[src/rtl/tick_sequencer.sv]
// Per-tick sequencer for the game datapath.
// Orders direction exchange, move, collision check and point generation.
module tick_sequencer #(
    parameter int unsigned RX_TIMEOUT   = 1_000_000,
    parameter int unsigned STEP_TIMEOUT = 4096,
    parameter int unsigned OVR_W        = 8
) (
    input  logic             clk,
    input  logic             rst,
    input  logic             game_active,
    input  logic             tick,
    input  logic             rcvdir,
    input  logic             move_done,
    input  logic             coll_done,
    input  logic             eaten,
    input  logic             won_in,
    input  logic             lost_in,
    input  logic             draw_in,
    input  logic             gen_done,
    output logic             send_dir,
    output logic             move_start,
    output logic             coll_start,
    output logic             gen_start,
    output logic             busy,
    output logic             won,
    output logic             lost,
    output logic             draw,
    output logic             con_error,
    output logic [OVR_W-1:0] overrun_cnt
);

    localparam int unsigned TMAX =
        (RX_TIMEOUT > STEP_TIMEOUT) ? RX_TIMEOUT : STEP_TIMEOUT;
    localparam int unsigned TW = $clog2(TMAX + 1);
    localparam logic [TW-1:0] RX_LAST   = TW'(RX_TIMEOUT - 1);
    localparam logic [TW-1:0] STEP_LAST = TW'(STEP_TIMEOUT - 1);

    typedef enum logic [2:0] {
        S_IDLE, S_SEND, S_WAIT_DIR, S_MOVE,
        S_COLL, S_GEN, S_OVER, S_ERR
    } state_t;

    state_t           state_q, state_d;
    logic [TW-1:0]    timer_q, timer_d;
    logic [OVR_W-1:0] ovr_q, ovr_d;
    logic             rcv_seen_q, rcv_seen_d;
    logic             act_q, act_d;
    logic             send_q, send_d;
    logic             mst_q, mst_d;
    logic             cst_q, cst_d;
    logic             gst_q, gst_d;
    logic             won_q, won_d;
    logic             lost_q, lost_d;
    logic             draw_q, draw_d;
    logic             err_q, err_d;
    logic             counting;
    logic             step_to;

    assign busy        = (state_q != S_IDLE) && (state_q != S_OVER);
    assign send_dir    = send_q;
    assign move_start  = mst_q;
    assign coll_start  = cst_q;
    assign gen_start   = gst_q;
    assign won         = won_q;
    assign lost        = lost_q;
    assign draw        = draw_q;
    assign con_error   = err_q;
    assign overrun_cnt = ovr_q;

    assign counting = (state_q == S_WAIT_DIR) || (state_q == S_MOVE) ||
                      (state_q == S_COLL) || (state_q == S_GEN);
    assign step_to  = (timer_q == STEP_LAST);

    // Next-state, pulse, result and counter computation.
    always_comb begin
        state_d    = state_q;
        rcv_seen_d = rcv_seen_q;
        act_d      = game_active;
        send_d     = 1'b0;
        mst_d      = 1'b0;
        cst_d      = 1'b0;
        gst_d      = 1'b0;
        won_d      = won_q;
        lost_d     = lost_q;
        draw_d     = draw_q;
        err_d      = err_q;
        ovr_d      = ovr_q;
        timer_d    = '0;

        unique case (state_q)
            S_IDLE: begin
                if (tick && game_active) begin
                    state_d = S_SEND;
                    send_d  = 1'b1;
                end
            end
            S_SEND: begin
                state_d = S_WAIT_DIR;
                if (rcvdir) rcv_seen_d = 1'b1;
            end
            S_WAIT_DIR: begin
                if (rcv_seen_q || rcvdir) begin
                    rcv_seen_d = 1'b0;
                    mst_d      = 1'b1;
                    state_d    = S_MOVE;
                end else if (timer_q == RX_LAST) begin
                    state_d = S_ERR;
                    err_d   = 1'b1;
                end
            end
            S_MOVE: begin
                if (move_done) begin
                    cst_d   = 1'b1;
                    state_d = S_COLL;
                end else if (step_to) begin
                    state_d = S_ERR;
                    err_d   = 1'b1;
                end
            end
            S_COLL: begin
                if (coll_done) begin
                    if (draw_in) begin
                        draw_d  = 1'b1;
                        state_d = S_OVER;
                    end else if (lost_in) begin
                        lost_d  = 1'b1;
                        state_d = S_OVER;
                    end else if (won_in) begin
                        won_d   = 1'b1;
                        state_d = S_OVER;
                    end else if (eaten) begin
                        gst_d   = 1'b1;
                        state_d = S_GEN;
                    end else begin
                        state_d = S_IDLE;
                    end
                end else if (step_to) begin
                    state_d = S_ERR;
                    err_d   = 1'b1;
                end
            end
            S_GEN: begin
                if (gen_done) begin
                    state_d = S_IDLE;
                end else if (step_to) begin
                    state_d = S_ERR;
                    err_d   = 1'b1;
                end
            end
            S_OVER, S_ERR: begin
                state_d = state_q;
            end
            default: state_d = S_IDLE;
        endcase

        // Losing game_active aborts any sequence and releases OVER/ERR.
        if (!game_active && state_q != S_IDLE) begin
            state_d    = S_IDLE;
            rcv_seen_d = 1'b0;
            send_d     = 1'b0;
            mst_d      = 1'b0;
            cst_d      = 1'b0;
            gst_d      = 1'b0;
            won_d      = 1'b0;
            lost_d     = 1'b0;
            draw_d     = 1'b0;
            err_d      = 1'b0;
        end

        if (counting && state_d == state_q)
            timer_d = timer_q + TW'(1);

        if (game_active && !act_q)
            ovr_d = '0;
        else if (tick && busy && ovr_q != '1)
            ovr_d = ovr_q + OVR_W'(1);
    end

    // State and output registers with asynchronous active-low reset.
    always_ff @(posedge clk or negedge rst) begin
        if (!rst) begin
            state_q    <= S_IDLE;
            timer_q    <= '0;
            ovr_q      <= '0;
            rcv_seen_q <= 1'b0;
            act_q      <= 1'b0;
            send_q     <= 1'b0;
            mst_q      <= 1'b0;
            cst_q      <= 1'b0;
            gst_q      <= 1'b0;
            won_q      <= 1'b0;
            lost_q     <= 1'b0;
            draw_q     <= 1'b0;
            err_q      <= 1'b0;
        end else begin
            state_q    <= state_d;
            timer_q    <= timer_d;
            ovr_q      <= ovr_d;
            rcv_seen_q <= rcv_seen_d;
            act_q      <= act_d;
            send_q     <= send_d;
            mst_q      <= mst_d;
            cst_q      <= cst_d;
            gst_q      <= gst_d;
            won_q      <= won_d;
            lost_q     <= lost_d;
            draw_q     <= draw_d;
            err_q      <= err_d;
        end
    end

endmodule
[config.mk]
export PLATFORM = sky130hd
export DESIGN_NAME = tick_sequencer
export DESIGN_NICKNAME = d
export VERILOG_FILES = /design/src/rtl/tick_sequencer.sv
export SDC_FILE = /design/constraint.sdc
export NUM_CORES = 1
export LEC_CHECK = 0
export CORE_ASPECT_RATIO = 1.25
export CORE_MARGIN = 3
export CORE_UTILIZATION = 49
export CTS_CLUSTER_SIZE = 24
export DETAILED_ROUTE_END_ITERATION = 10
export PLACE_DENSITY = 0.75
export SLEW_MARGIN = 20
export SYNTH_ARGS = -nofsm -noshare
export SYNTH_HDL_FRONTEND = slang
export SYNTH_SLANG_ARGS = --single-unit
[constraint.sdc]
create_clock -name clk -period 1.89 [get_ports clk]
set_clock_uncertainty 0.15 [all_clocks]
set_input_delay 0.189 -clock clk [delete_from_list [all_inputs] [get_ports clk]]
set_output_delay 0.189 -clock clk [all_outputs]
set_load 0.05 [all_outputs]
==> metrics.md <==
| Metric | Value |
|---|---|
| Outcome | finished with violations |
| Failing checks | setup timing |
| Worst Setup Start Kind | input port |
| Worst path cell trace | clkdlybuf4s50_1 > or4b_1 > o21ai_1 > a21oi_4 > o311ai_4 > clkbuf_16 > nor3_1 |
| Rows | 26 |
| Number of clock sinks | just over 40 |
| Largest family of logic cells by synthesized area | simple AND/OR/NAND/NOR gates |
| Period utilization | 118% |
| Hpwl dp | slightly above 4000 µm |
| Final Critical Period | 2.22 ns |
| Vias after detailed routing | between 2000 and 2500 |
| Max Transition Viols Final | 0 |
| ANT nets after route | 0 |
| Final GP Congestion | between 0.8 and 0.9 |
| Multiplexer share of the synthesized area | 0% |
| Ys Warns | 0 |
| Ys async rst share | between 90% and 100% |
| P per Cell Area | between 600 and 700 mW/mm² |
| Fin nets | between 300 and 400 |
| Flop pwr share | a little over two fifths |
| RSZ-0062 raised after global routing | yes |
| Endpoints failing setup | 25 |
| Cell taking the most area after synthesis | dfrtp_1 |
| Die area | roughly 0.0054 mm² |
| Final core area utilization | a little over 80% |
| Worst vdd ir | ~590 µV |
| CP top delay family | compound AO/OA/AOI/OAI gates |
| Slowest-stage cell, CP | or4b_1 |
| Clock Tree Buf Depth | 2 |
| Area Growth Syn to Fin | 55.8% |
| Leakage power | about 1.5 nW |
| Library cells used by synthesis | 47 |
| Number of enable flip-flop cells after synthesis | 0 |
| Synth top area share | a little under half |
| Most frequent cell after synthesis | dfrtp_1 |
| Clock power frac | between 20% and 30% |
| Biggest register | timer_q |
| Fin area | about 0.0035 mm² |
| Setup Crit Path Kind | input port to register |
| Vias in the first global route | roughly 2200 |
| CTS Buf Count | 5 |
| Worst-Margin Slew | about 0.5 ns |
| Iter 0 DRT Violations | ~260 |
| CP Depth | 7 |
| Syn Nets | ~250 |
| CTS clk-pin slew, worst paths | 0.08 ns |
| Crit-path max cell delay | 0.56 ns |
| Vias/cell | about 5.8 |
| Max reg flops | 20 |
| Seq cells post-synth | a little over 40 |
| WP buf/inv | 2 |
| GRT Overall Usage | between 20% and 30% |
| First-pass GRT wire length | 9950 µm |
| Worst Path Arrival | roughly 2.3 ns |
| Post-Synthesis Cells | ~230 |
| WP data required | between 1.5 and 2 ns |
| Antenna cells | 0 |
| Sw frac | about a third |
| IO Count | 29 |
| Final wirelength | approximately 7000 µm |
| Crit Path Max Fanout | 5 |
| Fmax | ~450 MHz |
| Die Y | between 80 and 90 µm |
| Top cells by area, synth | dfrtp_1 (46%), nor3_1 (4.7%), xor2_1 (4.7%) |
| CP endpoint kind | register |
| Pin count of the biggest net entering global routing | 24 |
| Core region area | 0.00423 mm² |
| Die Span X | between 60 and 70 µm |
| Post-synthesis compound-gate area fraction | 11.5% |
| Max-cap violations | 0 |
| Hold Crit Class | input port to async pin |
| Syn Area/Cell | 9.65 µm² |
| Worst slew margin | 66.4% |
| First-pass iteration count of the detailed router | 5 |
| Final hold vios | 0 |
| Setup WS post-layout | -0.335 ns |
| CTS H-Tree Depth | 2 |
| Post-synthesis cell area | 0.00223 mm² |
| Share of layout cells above drive strength 1 | approximately two fifths |
| Pint | 0.00149 W |
| Clock Latency Late Sink | ~0.30 ns |
| CTS tree | built |
| Port bufs | 28 |
| Gr ovfl total | 0 |
| Synth Area in Simple Gates | 28.5% |
| Adder-Cell Fraction of Synth Area | 1.12% |
| CTS Root Cell | clkbuf_8 |
| Post-route DRC | 0 |
| Initial antenna violation count | 0 |
| Initial Utilization | ~53% |
| FF-to-FF path depth | 7 |
| Combinational share of power | a little under a third |
| Post-placement cell area | 0.00307 mm² |
| Synth Area in XOR/XNOR | under 10% |
| Top cells by count, synth | dfrtp_1 (41), nor2_1 (21), nor3_1 (21), nand2_1 (13), nand3_1 (13) |
| Avg WL per Cell | 17.7 µm |
| Post-synthesis sequential area ratio | ~46% |
| Sw power | roughly 0.00073 W |
| Ys flop type | dfrtp_1 |
cell usage in the layout, fill, tap and decap left out, types with 6 or more instances in the layout:
cell type,synthesis,layout
nor3_2,5,6
a21oi_1,11,7
clkdlybuf4s50_1,0,22
buf_4,3,71
nor3_1,21,18
dfrtp_2,0,6
nand4_1,7,7
nand2_1,13,13
dfrtp_1,41,35
nor2_1,21,21
xnor2_1,11,11
buf_6,2,7
inv_1,9,9
nand3_1,13,12
xor2_1,12,12
power groups by stage:
| stage | Sequential [W] | Combinational, W | Clock, W |
|---|---|---|---|
| finish | 0.000964 | 0.000693 | 0.000568 |
| global route | 0.000971 | 0.000736 | 0.000607 |
| CTS | 0.000962 | 0.000649 | 0.000569 |
| detailed placement | 0.000980 | 0.000584 | 0 |
| global placement | 0.000978 | 0.000575 | 0 |
| floorplan | 0.00106 | 0.000234 | 0 |
worst reg2reg max path: cells and delay by family (launching register included):
kind                       cells  cell delay [ns]
AOI/OAI and AO/OA              2             0.53
buffers and inverters          1             0.24
DFF                            1             0.41
adders and majority gates      1             0.17
and+or+nand+nor                3             0.62
layer usage:
metal / vias up / global-route usage [%] / routed length (µm)
li1: 1055 / - / -
met1: 1089 / 28.6 / 2570
met2: 111 / 43.2 / 3640
met3: 37 / 5.12 / 420
met4: 0 / 8.13 / 349
met5: - / 0 / 0
cell families (layout without fill, tap and decap cells):
group	Yosys count	count (layout)
and+or+nand+nor	112	112
DFF	41	41
AOI/OAI and AO/OA	37	37
xor gates and xnor gates	23	23
buffers and inverters	16	124
adders and majority gates	2	2
cell type report:
type / instances / area, µm²
fill: 263 / 757
clock buffer: 7 / 76.3
tap: 56 / 70.1
multi-input combinational: 174 / 1320
inverter: 9 / 33.8
timing repair buffer: 107 / 935
sequential: 41 / 1030
clock inverter: 1 / 8.76
stage by stage:
stage	setup WS (ns)	std cells	hold WS, ns	setup TNS (ns)	total power, W
after global routing	-0.417	395	0.275	-8.62	0.00231
after CTS	-0.260	387	0.251	-5.36	0.00218
after global placement	-0.377	372	0.0255	-8.19	0.00155
after floorplan	-0.132	231	-0.257	-2.56	0.00129
after detailed placement	-0.382	372	0.0376	-8.03	0.00156
final	-0.335	395	0.231	-6.62	0.00223
worst paths after layout:
path                            slack, ns                         end            startpoint
worst max-delay path                -0.33       timer_q[14]$_DFF_PN0_               lost_in
worst min-delay path                 0.23  overrun_cnt[7]$_DFFE_PN0P_                   rst
worst max register to register      -0.33       timer_q[14]$_DFF_PN0_  timer_q[0]$_DFF_PN0_
worst min register to register       0.35            draw$_DFFE_PN0P_      draw$_DFFE_PN0P_
max in group asynchronous            0.80       con_error$_DFFE_PN0P_                   rst
min in group clk                     0.35            draw$_DFFE_PN0P_      draw$_DFFE_PN0P_
what timing repair did:
action	CTS	global route
gates cloned	1	3
endpoints found under the hold margin	21	0
setup endpoints to repair	25	33
hold buffers	1	0
pin swaps	6	22
gates resized for setup	14	33
buffers inserted	5	7
Power figures use the tool's default switching activity.
